[config.mk]
export PLATFORM = sky130hd
export DESIGN_NAME = mem_tracker
export DESIGN_NICKNAME = d
export VERILOG_FILES = /design/src/rtl/gouram_trace_pkg.sv /design/src/rtl/tracker_fifo.sv /design/src/rtl/mem_tracker.sv
export SDC_FILE = /design/constraint.sdc
export NUM_CORES = 1
export LEC_CHECK = 0
export BUFFER_PORTS_ARGS = -buffer_cell sky130_fd_sc_hd__buf_2
export CAP_MARGIN = 20
export CORE_MARGIN = 1.5
export CORE_UTILIZATION = 45
export CTS_CLUSTER_DIAMETER = 200
export DETAILED_ROUTE_END_ITERATION = 10
export PLACE_DENSITY = 0.65
export SLEW_MARGIN = 40
export SYNTH_ARGS = -nofsm -noshare
export SYNTH_HDL_FRONTEND = slang
export SYNTH_SLANG_ARGS = --single-unit
[constraint.sdc]
create_clock -name clk -period 14.95 [get_ports clk]
set_clock_uncertainty 0.05 [all_clocks]
set_input_delay 0.7475 -clock clk [delete_from_list [all_inputs] [get_ports clk]]
set_output_delay 0.7475 -clock clk [all_outputs]
set_load 0.1 [all_outputs]
[src/rtl/gouram_trace_pkg.sv]
// gouram_trace_pkg: shared trace record, pending-entry and memory FSM types
package gouram_trace_pkg;

    localparam int TRACE_IDW = 32;
    localparam int TRACE_IAW = 16;
    localparam int TRACE_DAW = 32;

    typedef enum logic [1:0] {IDLE, WAIT_GNT, WAIT_RVALID} mem_state_e;

    typedef struct packed {
        logic [TRACE_IDW-1:0] instruction;
        logic [TRACE_IAW-1:0] instr_addr;
        logic [TRACE_DAW-1:0] data_addr;
        logic                 data_we;
        logic [31:0]          dec_end;
        logic [31:0]          req_time;
        logic [31:0]          gnt_time;
        logic [31:0]          rvalid_time;
        logic                 unmatched;
    } mem_trace_t;

    typedef struct packed {
        logic [TRACE_IDW-1:0] instruction;
        logic [TRACE_IAW-1:0] instr_addr;
        logic [31:0]          dec_end;
    } pend_t;

endpackage

[src/rtl/tracker_fifo.sv]
// tracker_fifo: synchronous FIFO of pending load/store records; a pop frees a slot for a same-cycle push
module tracker_fifo #(
    parameter int WIDTH = 8,
    parameter int DEPTH = 4
) (
    input  logic             clk,
    input  logic             rst,
    input  logic             push,
    input  logic             pop,
    input  logic [WIDTH-1:0] wdata,
    output logic [WIDTH-1:0] rdata,
    output logic             full,
    output logic             empty
);
    localparam int AW = $clog2(DEPTH);

    logic [WIDTH-1:0] mem [DEPTH];
    logic [AW-1:0]    wr_ptr, rd_ptr;
    logic [AW:0]      count;
    logic             do_push, do_pop;

    assign do_pop  = pop & ~empty;
    assign do_push = push & (~full | do_pop);
    assign full    = count == (AW+1)'(DEPTH);
    assign empty   = count == '0;
    assign rdata   = mem[rd_ptr];

    // pointers wrap naturally because DEPTH is a power of two
    always_ff @(posedge clk) begin
        if (rst) begin
            wr_ptr <= '0;
            rd_ptr <= '0;
            count  <= '0;
        end else begin
            if (do_push) wr_ptr <= wr_ptr + 1'b1;
            if (do_pop) rd_ptr <= rd_ptr + 1'b1;
            count <= count + {{AW{1'b0}}, do_push} - {{AW{1'b0}}, do_pop};
        end
    end

    // storage needs no reset; occupancy alone decides validity
    always_ff @(posedge clk) begin
        if (do_push) mem[wr_ptr] <= wdata;
    end

endmodule

[src/rtl/mem_tracker.sv]
// mem_tracker: pairs IF-tracker load/store records with data-memory transactions and emits timed trace records (MEM_TRACKER_OVERFLOW_CNT_EN adds overflow_count)
module mem_tracker
    import gouram_trace_pkg::*;
#(
    parameter int INSTR_ADDR_WIDTH = TRACE_IAW,
    parameter int INSTR_DATA_WIDTH = TRACE_IDW,
    parameter int DATA_ADDR_WIDTH  = TRACE_DAW,
    parameter int PENDING_DEPTH    = 4
) (
    input  logic                        clk,
    input  logic                        rst,
    input  logic [31:0]                 counter,
    input  logic                        if_data_ready,
    input  logic [INSTR_DATA_WIDTH-1:0] if_instruction,
    input  logic [INSTR_ADDR_WIDTH-1:0] if_instr_addr,
    input  logic [31:0]                 dec_stage_end,
    input  logic                        data_req,
    input  logic                        data_gnt,
    input  logic                        data_rvalid,
    input  logic                        data_we,
    input  logic [DATA_ADDR_WIDTH-1:0]  data_addr,
    output logic                        trace_valid,
    input  logic                        trace_ready,
    output mem_trace_t                  trace_o,
    output logic                        overflow
`ifdef MEM_TRACKER_OVERFLOW_CNT_EN
    ,
    output logic [15:0]                 overflow_count
`endif
);
    mem_state_e state, next_state;
    mem_trace_t cur, rec;
    pend_t      head, push_entry;
    logic       start_req, accept_gnt, complete;
    logic       q_full, q_empty, push_drop, rec_drop;

    assign push_entry = '{instruction: if_instruction, instr_addr: if_instr_addr, dec_end: dec_stage_end};

    tracker_fifo #(
        .WIDTH($bits(pend_t)),
        .DEPTH(PENDING_DEPTH)
    ) u_fifo (
        .clk  (clk),
        .rst  (rst),
        .push (if_data_ready),
        .pop  (accept_gnt),
        .wdata(push_entry),
        .rdata(head),
        .full (q_full),
        .empty(q_empty)
    );

    assign push_drop = if_data_ready & q_full & ~accept_gnt;
    assign rec_drop  = complete & trace_valid & ~trace_ready;

    // memory FSM state register
    always_ff @(posedge clk) begin
        if (rst) state <= IDLE;
        else     state <= next_state;
    end

    // next state plus request/grant/completion events; a completing cycle may start the next request
    always_comb begin
        next_state = state;
        start_req  = 1'b0;
        accept_gnt = 1'b0;
        complete   = 1'b0;
        case (state)
            IDLE: begin
                start_req  = data_req;
                accept_gnt = data_req & data_gnt;
                next_state = data_req ? (data_gnt ? WAIT_RVALID : WAIT_GNT) : IDLE;
            end
            WAIT_GNT: begin
                accept_gnt = data_gnt;
                next_state = data_gnt ? WAIT_RVALID : WAIT_GNT;
            end
            WAIT_RVALID: begin
                complete   = data_rvalid;
                start_req  = data_rvalid & data_req;
                accept_gnt = data_rvalid & data_req & data_gnt;
                next_state = !data_rvalid ? WAIT_RVALID :
                             data_req ? (data_gnt ? WAIT_RVALID : WAIT_GNT) : IDLE;
            end
            default: next_state = IDLE;
        endcase
    end

    // in-flight record: timestamps, address and the matched pending entry
    always_ff @(posedge clk) begin
        if (rst) begin
            cur <= '0;
        end else begin
            if (start_req) cur.req_time <= counter;
            if (accept_gnt) begin
                cur.gnt_time    <= counter;
                cur.data_addr   <= data_addr;
                cur.data_we     <= data_we;
                cur.instruction <= q_empty ? '0 : head.instruction;
                cur.instr_addr  <= q_empty ? '0 : head.instr_addr;
                cur.dec_end     <= q_empty ? '0 : head.dec_end;
                cur.unmatched   <= q_empty;
            end
        end
    end

    // completed record stamped with the rvalid time
    always_comb begin
        rec             = cur;
        rec.rvalid_time = counter;
    end

    // output register: hold until accepted, drop a completion that finds it occupied
    always_ff @(posedge clk) begin
        if (rst) begin
            trace_valid <= 1'b0;
            trace_o     <= '0;
            overflow    <= 1'b0;
        end else begin
            overflow <= push_drop | rec_drop;
            if (complete && !rec_drop) begin
                trace_valid <= 1'b1;
                trace_o     <= rec;
            end else if (trace_valid && trace_ready) begin
                trace_valid <= 1'b0;
            end
        end
    end

`ifdef MEM_TRACKER_OVERFLOW_CNT_EN
    // saturating count of overflow pulses
    always_ff @(posedge clk) begin
        if (rst)                                    overflow_count <= '0;
        else if (overflow && overflow_count != '1)  overflow_count <= overflow_count + 16'd1;
    end
`endif

endmodule

# Word level (Yosys, flattened, before mapping)
# Memories as Yosys holds them, arrays and structs flattened. A register that Yosys moved wholly into a read port is not among the register bits.
# Index checks and enable logic that the tools add are counted.
[word_totals]
reg_bits = 399
ramBits = 320
n_memories = 1
word_cells = 68
output_inout_bits = 212
input_bits = 152
[classes]
bitwise_logic = 15
eq_ne = 3
muxes = 16
addsub = 4
n_reduce_logical = 6
[memory_table]
columns = ["name", "depth", "word_bits", "read_ports", "rd_clocked_by_memory_dff", "write_ports", "line", "rtl"]
rows = [
  ["u_fifo.mem", 4, 80, 1, 1, 1, "tracker_fifo.sv:17", "logic [WIDTH-1:0] mem [DEPTH];"],
]
[op_table]
columns = ["op", "count"]
rows = [
  ["$mux W32", 2],
  ["$mux W16", 1],
  ["$mux W2", 5],
  ["$and A1 B1 Y1", 9],
  ["$pmux W2 S3", 1],
  ["$mux W1", 5],
  ["$add A2 B1 Y2 const B", 2],
  ["$not A1 Y1", 4],
  ["$add A3 B1 Y3", 1],
  ["$eq A3 B3 Y1 const B", 1],
  ["$logic_not A3 Y1", 1],
  ["$pmux W1 S3", 1],
  ["$sub A3 B1 Y3", 1],
  ["$eq A2 B1 Y1 const B", 1],
  ["$eq A2 B2 Y1 const B", 1],
  ["$logic_and A1 B1 Y1", 2],
  ["$logic_not A2 Y1", 1],
  ["$or A1 B1 Y1", 2],
  ["$pmux W1 S2", 1],
  ["$reduce_bool A2 Y1", 1],
  ["$logic_not A1 Y1", 1],
]

# Longest topological paths before layout
# Gate-level depths: netlist (run 1).
[depth]
ltp_word = 8
ltp_mapped = 10
ltp_nobuf = 9

# Hierarchy
# From an unflattened synthesis (run 1), not the netlist that was laid out.
[hier_totals]
hier_cells = 1989
hier_area_um2 = 28243.3
[modules_own_cells]
columns = ["mod", "cells_per_inst", "area_each_um2", "seq_area_each_um2", "instances"]
rows = [
  ["mem_tracker", 1524, 16188.0, 7847.5, 1],
  ["tracker_fifo", 465, 12055.3, 9789.4, 1],
]

# Worst setup path after synthesis (run 1)
# Ideal clock, no wire load.
[synth_timing]
path_type = "input port to flip-flop"
startpoint = "input data_gnt"
endpoint = "memory u_fifo.mem[0][0] (netlist bit) (enable)"
arrival_ps = 4756
setup_time_ps = 529
required_time_ps = 14371
path_stages = 4
slack_ps = 9615
n_path_buf = 0
path_cell_list = "o21ai_1 > a21oi_2 > o21ai_1 > nor2b_1"
[synth_via]
elab_chain_len = 7
word_cells_on_any_way = 8
classes_between = "mux (3); bitwise (5)"
[synth_rtl]
columns = ["element", "line", "rtl"]
rows = [
  ["from (decl)", "mem_tracker.sv:18", "input logic data_gnt,"],
  ["$and A1 B1 Y1 (on tied branches)", "mem_tracker.sv:81, mem_tracker.sv:71", ""],
  ["$pmux W1 S3 (*)", "mem_tracker.sv:68", "case (state)"],
  ["$and A1 B1 Y1 (*)", "tracker_fifo.sv:22", "assign do_pop = pop & ~empty;"],
  ["$or A1 B1 Y1 (*)", "tracker_fifo.sv:23", "assign do_push = push & (~full | do_pop);"],
  ["$and A1 B1 Y1 (*)", "tracker_fifo.sv:23", ""],
  ["$mux W1 (*)", "tracker_fifo.sv:43", "if (do_push) mem[wr_ptr] <= wdata;"],
  ["$mux W1 (implied by the code) (*)", "tracker_fifo.sv:43", ""],
  ["to (decl)", "tracker_fifo.sv:17", ""],
]
# Mark *: on every way between the ends. The rest lies on a longest branch, timed or not.

# Final worst setup path (run 1)
[layout_timing]
startpoint = "register state[0]"
endpoint = "memory u_fifo.mem[1][23] (netlist bit) (enable)"
[layout_via]
elab_chain_len = 7
word_cells_on_any_way = 9
classes_between = "eq/ne (2); mux (3); bitwise (3); reduce/logical (1)"
[layout_rtl]
columns = ["element", "line", "rtl"]
rows = [
  ["from (decl)", "mem_tracker.sv:31", "mem_state_e state, next_state;"],
  ["from (signal assigned)", "mem_tracker.sv:59", "else state <= next_state;"],
  ["$eq A2 B2 Y1 (tied with other cells)", "mem_tracker.sv:68", ""],
  ["$pmux W1 S3 (*)", "mem_tracker.sv:68", ""],
  ["$and A1 B1 Y1 (*)", "tracker_fifo.sv:22", ""],
  ["$or A1 B1 Y1 (*)", "tracker_fifo.sv:23", ""],
  ["$and A1 B1 Y1 (*)", "tracker_fifo.sv:23", ""],
  ["$mux W1 (*)", "tracker_fifo.sv:43", ""],
  ["$mux W1 (implied by the code) (*)", "tracker_fifo.sv:43", ""],
]
# Marked as above.

==> impl_metrics.tcl, run 1 <==
set metrics [dict create \
    clk_pin_slew_worst_paths_ns 0.06 \
    vias 16700 \
    cp-start-kind "flop" \
    nFillCells 4774 \
    status "completed" \
    finalCritPeriodShare 0.204 \
    synthDistinctLibCells 33 \
    antenna_found_initial 14 \
    grt_max_degree 110 \
    routed_via_density 5.18 \
    areaGrowthSynthToFinish_pct 19.3 \
    ctsResizeCount 0 \
    r2r_slack_ns 11.90 \
    clk_path_buf_depth 3 \
    cp.arrival_ns 3.23 \
    num-nets-final 2574 \
    power_frac_comb 0.107 \
    r2r_cells 5 \
    gr-total-overflow 0 \
    yosysTopAreaCell "edfxtp_1" \
    numCtsBuffers 75 \
    num_rows 86 \
    ant_nets 0 \
    fp.dieW_um 240 \
    synthFlopType "dfxtp_1" \
    yosysMostFrequentCell "nand2_1" \
    ys_warn_count 0 \
    r2r_start "state[0]" \
    seq_area_um2 17600 \
    drcViolationCount 0 \
    power_switching_share 0.246 \
    min_period_ns 3.05 \
    max_cap_viol_count 0 \
    vdd_drop_max_mv 0.102 \
    min_path_type "in2reg" \
    cts-htree-levels 3 \
    drive_above_1_share 0.240 \
    netlist_top_cells_area "edfxtp_1 (38%), dfxtp_1 (32%), nand2_1 (9.2%), mux4_2 (7.1%), a21oi_1 (6.2%)" \
    p_leak_nw 11.0 \
    multi_input_area_um2 7040 \
    routabilityCongestion 0.810 \
    timing.rr.end "u_fifo.mem[1][23]" \
    syn_area_um2 25300 \
    synthArstFlopShare 0 \
    hold_violations 0 \
    syn_inst 2098 \
    finalSetupViolations 0 \
    synth_seq_area_share 0.697 \
    gr-usage-all-layers 0.203 \
    cts_hold_buf 0 \
    grt_pass1_wl_mm 90.1 \
    fmax_mhz 328 \
    dp_hpwl_mm 34.9 \
    synth_edf_count 320 \
    setup-tns-final_ns 0 \
    die-area_um2 57700 \
    rsz0062_at_grt "false" \
    clkPwrFrac 0.398 \
    final_core_util 0.546 \
    die_h_um 240 \
    finalWorstSetupSlack_ns 11.90 \
    avgSynthCellArea_um2 12.1 \
    ioPinCount 364 \
    p_seq_frac 0.495 \
    yosys_register_bits 721 \
    synth_top_area_share 0.380 \
    critPathMaxFanout 48 \
    intPower_mw 3.44 \
    drtIter0Drc 1156 \
    synth_common_cells "nand2_1 (621), dfxtp_1 (401), edfxtp_1 (320)" \
    relSlewSlack 0.467 \
    clock-sinks 721 \
    timing_worst_setup_path_type "reg2reg" \
    portBuffers 363 \
    cts_tree "done" \
    wl_mm 59.2 \
    synth_nets 2257 \
    slew_viol_final 0 \
    pre_cts_slack_ns 11.41 \
    cp-end-kind "flop" \
    crit_start "state[0]" \
    netSwitchingPower_mw 1.12 \
    power.density_nw_per_um2 151 \
    root_buffer "clkbuf_16" \
    crit_end "u_fifo.mem[1][23]" \
    firstDrtPassIters 4 \
    grt_pass1_vias 16200 \
    wire_per_inst_um 18.3 \
    start_util 0.458 \
    max_slew.worst_pin.slew_ns 0.799 \
    insertion_delay_ns 0.61 \
    post-cts-setup-buffer-count 0 \
    core_area_um2 55300 \
    worst_ep_required_time_ns 15.14 \
]
## kinds of logic (layout without fill, tap and decap cells)
| group | count (synthesis) | in the layout | synth area share |
|---|---|---|---|
| AND/OR/NAND/NOR | 729 | 729 | 0.110 |
| flip-flops | 721 | 721 | 0.697 |
| AO/OA/AOI/OAI | 400 | 400 | 0.0879 |
| buffers and inverters | 156 | 533 | 0.0280 |
| multiplexers | 82 | 82 | 0.0720 |
| adder cells (fa/ha/maj) | 7 | 7 | 0.00376 |
| XOR/XNOR | 3 | 3 | 0.00104 |
| other | 0 | 6 | 0 |
## metrics by stage
step | total power, mW | instances | hold slack, ns | instance area (µm²)
finish | 4.56 | 3229 | 0.296 | 30200
global route | 4.74 | 3226 | 0.260 | 30200
CTS | 4.61 | 3223 | 0.250 | 30200
detailed placement | 2.79 | 3086 | 0.392 | 27700
global placement | 2.77 | 3083 | 0.385 | 27600
floorplan | 2.65 | 2098 | 0.382 | 25300
## state kept, by name (all words and copies together), names as in the netlist, 2 cells and up, named ones only
register,cells
cur,178
state,2
trace_o,210
u_fifo.count,3
u_fifo.mem,320
u_fifo.rd_ptr,2
u_fifo.wr_ptr,2
## worst min-delay path by stage
stage	startpoint	to	depth (start not counted)
final	if_instr_addr[12]	u_fifo.mem[1][44]	1
after global routing	dec_stage_end[29]	u_fifo.mem[2][29]	1
after CTS	if_instr_addr[12]	u_fifo.mem[1][44]	1
after detailed placement	cur[60]	trace_o[60]	2
after global placement	cur[47]	trace_o[47]	2
after floorplan	cur[130]	trace_o[130]	2
## layout make-up
class,instances,share of cell area
Clock inverter,30,0.00936
Sequential cell,721,0.584
Multi-Input combinational cell,1221,0.233
Clock buffer,107,0.0715
Inverter,8,0.000994
Antenna cell,6,0.000497
Tap cell,748,0.0310
Timing Repair Buffer,388,0.0693
## worst max-delay path, cell delays in order (launching register included)
cell	delay [ns]
dfxtp_1	0.46
o21ai_1	0.27
a21oi_4	0.20
o21ai_2	0.22
and2b_4	0.71
buf_4	0.72
## placed cells by master, fill, tap and decap left out, types with 2 or more instances in the layout
master | synthesis | final
clkbuf_8 | 0 | 12
clkinvlp_4 | 0 | 2
clkinv_2 | 0 | 11
edfxtp_1 | 320 | 320
inv_16 | 0 | 2
ha_1 | 6 | 6
mux4_2 | 80 | 80
a22oi_1 | 80 | 80
inv_1 | 8 | 8
xnor2_1 | 3 | 3
buf_2 | 76 | 362
buf_6 | 0 | 9
dfxtp_1 | 401 | 399
nor2b_1 | 6 | 3
nor2_1 | 89 | 88
nand2_1 | 621 | 620
clkinv_1 | 0 | 7
nand3b_1 | 2 | 2
nand2b_1 | 5 | 5
clkbuf_16 | 0 | 77
nor2b_4 | 0 | 3
bufinv_16 | 0 | 2
and3b_1 | 2 | 2
clkinv_8 | 0 | 2
buf_4 | 7 | 13
dfxtp_4 | 0 | 2
buf_12 | 0 | 2
a21oi_1 | 312 | 312
clkbuf_1 | 62 | 18
diode_2 | 0 | 6
## power by group through the flow
stage / sequential [mW] / combinational [mW] / clock, mW
3_5_place_dp: 2.30 / 0.497 / 0
5_1_grt: 2.27 / 0.535 / 1.94
2_1_floorplan: 2.34 / 0.318 / 0
3_3_place_gp: 2.30 / 0.474 / 0
4_1_cts: 2.26 / 0.498 / 1.86
6_report: 2.25 / 0.488 / 1.81
## metal layers
layer  track usage  wire, µm  up-vias
met2         0.337     28900      462
met3        0.0553      4070      119
met1         0.258     24800     8185
met4        0.0610      1290       20
met5             0       126        -
li1              -         -     7955
No activity file was read; power rests on OpenSTA's default activity.
==> run 2, diff against run 1 <==
--- a/config.mk
+++ b/config.mk
@@ -11,7 +11,7 @@
 export CORE_UTILIZATION = 45
 export CTS_CLUSTER_DIAMETER = 200
 export DETAILED_ROUTE_END_ITERATION = 10
-export PLACE_DENSITY = 0.65
+export PLACE_DENSITY = 0.68
 export SLEW_MARGIN = 40
 export SYNTH_ARGS = -nofsm -noshare
 export SYNTH_HDL_FRONTEND = slang
==> constraint.sdc (replaced) <==
create_clock -name clk -period 2.8 [get_ports clk]
set_clock_uncertainty 0.05 [all_clocks]
set_input_delay 0.14 -clock clk [delete_from_list [all_inputs] [get_ports clk]]
set_output_delay 0.14 -clock clk [all_outputs]
set_load 0.1 [all_outputs]
==> run 2 against run 1 <==
Power increased to 5.5 times the previous value. Utilization rose by 3.3 points. Via count is 5.2% higher. Register-to-register slack worse by 11 ns. Non-clock buffer count rose by 163.
==> impl_metrics.tcl, run 2 (synthesis results as in run 1) <==
set metrics [dict create \
    num-nets-final 2735 \
    regMostFlops "u_fifo.mem" \
    critPathMaxFanout 9 \
    power_frac_comb 0.116 \
    max_cap_viol_count 0 \
    cp-end-kind "flop" \
    gr-usage-all-layers 0.210 \
    max_slew.worst_pin.slew_ns 0.796 \
    dp_hpwl_mm 35.9 \
    design_area_um2 32000 \
    die_h_um 240 \
    intPower_mw 18.9 \
    power.density_nw_per_um2 777 \
    final_cells 3385 \
    final_cell_mix "nand2_1 (620), dfxtp_1 (399), buf_2 (362), edfxtp_1 (320), a21oi_1 (312)" \
    routed_via_density 5.20 \
    hold_violations 0 \
    drcViolationCount 0 \
    power_switching_share 0.242 \
    clk_pin_slew_worst_paths_ns 0.06 \
    areaGrowthSynthToFinish_pct 26.5 \
    placed_cells 3097 \
    firstDrtPassIters 6 \
    largest_registers "u_fifo.mem: 320 flops, trace_o: 210 flops, cur: 178 flops" \
    p_leak_nw 11.7 \
    core_area_um2 55300 \
    cp.arrival_ns 2.82 \
    routabilityCongestion 0.812 \
    mostFrequentLayoutCell "nand2_1" \
    cts-htree-levels 3 \
    start_util 0.458 \
    min_period_ns 2.40 \
    fmax_mhz 417 \
    portBuffers 363 \
    gr-total-overflow 0 \
    fp.dieW_um 240 \
    timing_worst_setup_path_type "reg2reg" \
    grt_pass1_wl_mm 94.4 \
    insertion_delay_ns 0.61 \
    clock-sinks 721 \
    fin_hold_ws_ns 0.230 \
    post_dp_cell_area_um2 28000 \
    numCtsBuffers 73 \
    vdd_drop_max_mv 0.543 \
    slew_viol_final 0 \
    cts_tree "done" \
    drive_above_1_share 0.228 \
    vias 17600 \
    relSlewSlack 0.469 \
    root_buffer "clkbuf_16" \
    wl_mm 61.6 \
    ioPinCount 364 \
    worst_ep_required_time_ns 3.22 \
    rsz0062_at_grt "false" \
    status "completed" \
    grt_max_degree 116 \
    ant_nets 0 \
    clk_path_buf_depth 3 \
    antenna_found_initial 5 \
    cp-start-kind "flop" \
    die-area_um2 57700 \
    p_seq_frac 0.484 \
    finalSetupViolations 0 \
    netSwitchingPower_mw 6.01 \
    drtIter0Drc 1286 \
    finalCritPeriodShare 0.856 \
    grt_pass1_vias 17500 \
    largest_register_ffs 320 \
    min_path_type "in2reg" \
    ctsResizeCount 0 \
    wire_per_inst_um 18.2 \
    clkPwrFrac 0.400 \
    num_rows 86 \
]
run 2: changes by cell type in the layout (fill, tap and decap cells not counted), sizes merged:
cell	change
buf	+11
bufinv	+4
dlygate4sd3	+152
clkbuf	-1
diode	-5
inv	-1
clkinv	-4
run 2: per-stage QoR:
step / setup TNS [ns] / power, mW / utilization / worst slack [ns]
after CTS: 0 / 25.1 / 0.579 / 0.381
after global placement: 0 / 14.9 / 0.506 / 0.435
after global routing: 0 / 25.8 / 0.579 / 0.254
final: 0 / 24.9 / 0.579 / 0.404
after floorplan: -183.80 / 14.1 / - / -0.766
after detailed placement: 0 / 15.0 / 0.506 / 0.388
run 2: per-layer routing:
layer	track usage	up-vias	routed length, µm
met4	0.0616	4	1430
met1	0.268	8638	25300
met3	0.0473	100	4560
li1	-	8268	-
met5	0	-	25
met2	0.359	595	30200
run 2: power groups by stage:
stage	Sequential [mW]	Combinational, mW	Clock (mW)
6_report	12.0	2.88	9.95
5_1_grt	12.1	3.12	10.5
4_1_cts	12.1	2.92	10.1
3_5_place_dp	12.3	2.73	0
3_3_place_gp	12.2	2.66	0
2_1_floorplan	12.4	1.70	0
run 2: layout make-up:
cell class,instances,area [µm²]
multi-input combinational,1221,7020
sequential,721,17600
tap,748,936
antenna,1,2.50
clock inverter,29,350
fill,4468,23300
timing repair buffer,551,3880
inverter,8,30.0
clock buffer,106,2150
run 2: what timing repair did:
action                     in CTS  in global routing
setup endpoints to repair       0                  0
hold buffers                  152                  0
hold endpoints to repair      492                  0
buffers inserted                0                  0
run 2: critical path, cell delays in order, from the launching register on:
cell      delay [ns]
dfxtp_1         0.44
o21ai_1         0.11
buf_4           0.16
a211oi_4        0.28
ha_1            0.18
inv_1           0.04
ha_1            0.19
fa_1            0.42
xnor2_1         0.22
xnor2_1         0.14
nor2_1          0.05
run 2: worst paths after layout:
kind | startpoint | end | slack (ns) | depth (start not counted)
max | state[0] | u_fifo.count[2] | 0.40 | 10
min | if_instruction[26] | u_fifo.mem[1][74] | 0.23 | 2
min reg2reg | cur[69] | trace_o[69] | 0.40 | 2
max reg2reg | state[0] | u_fifo.count[2] | 0.40 | 10
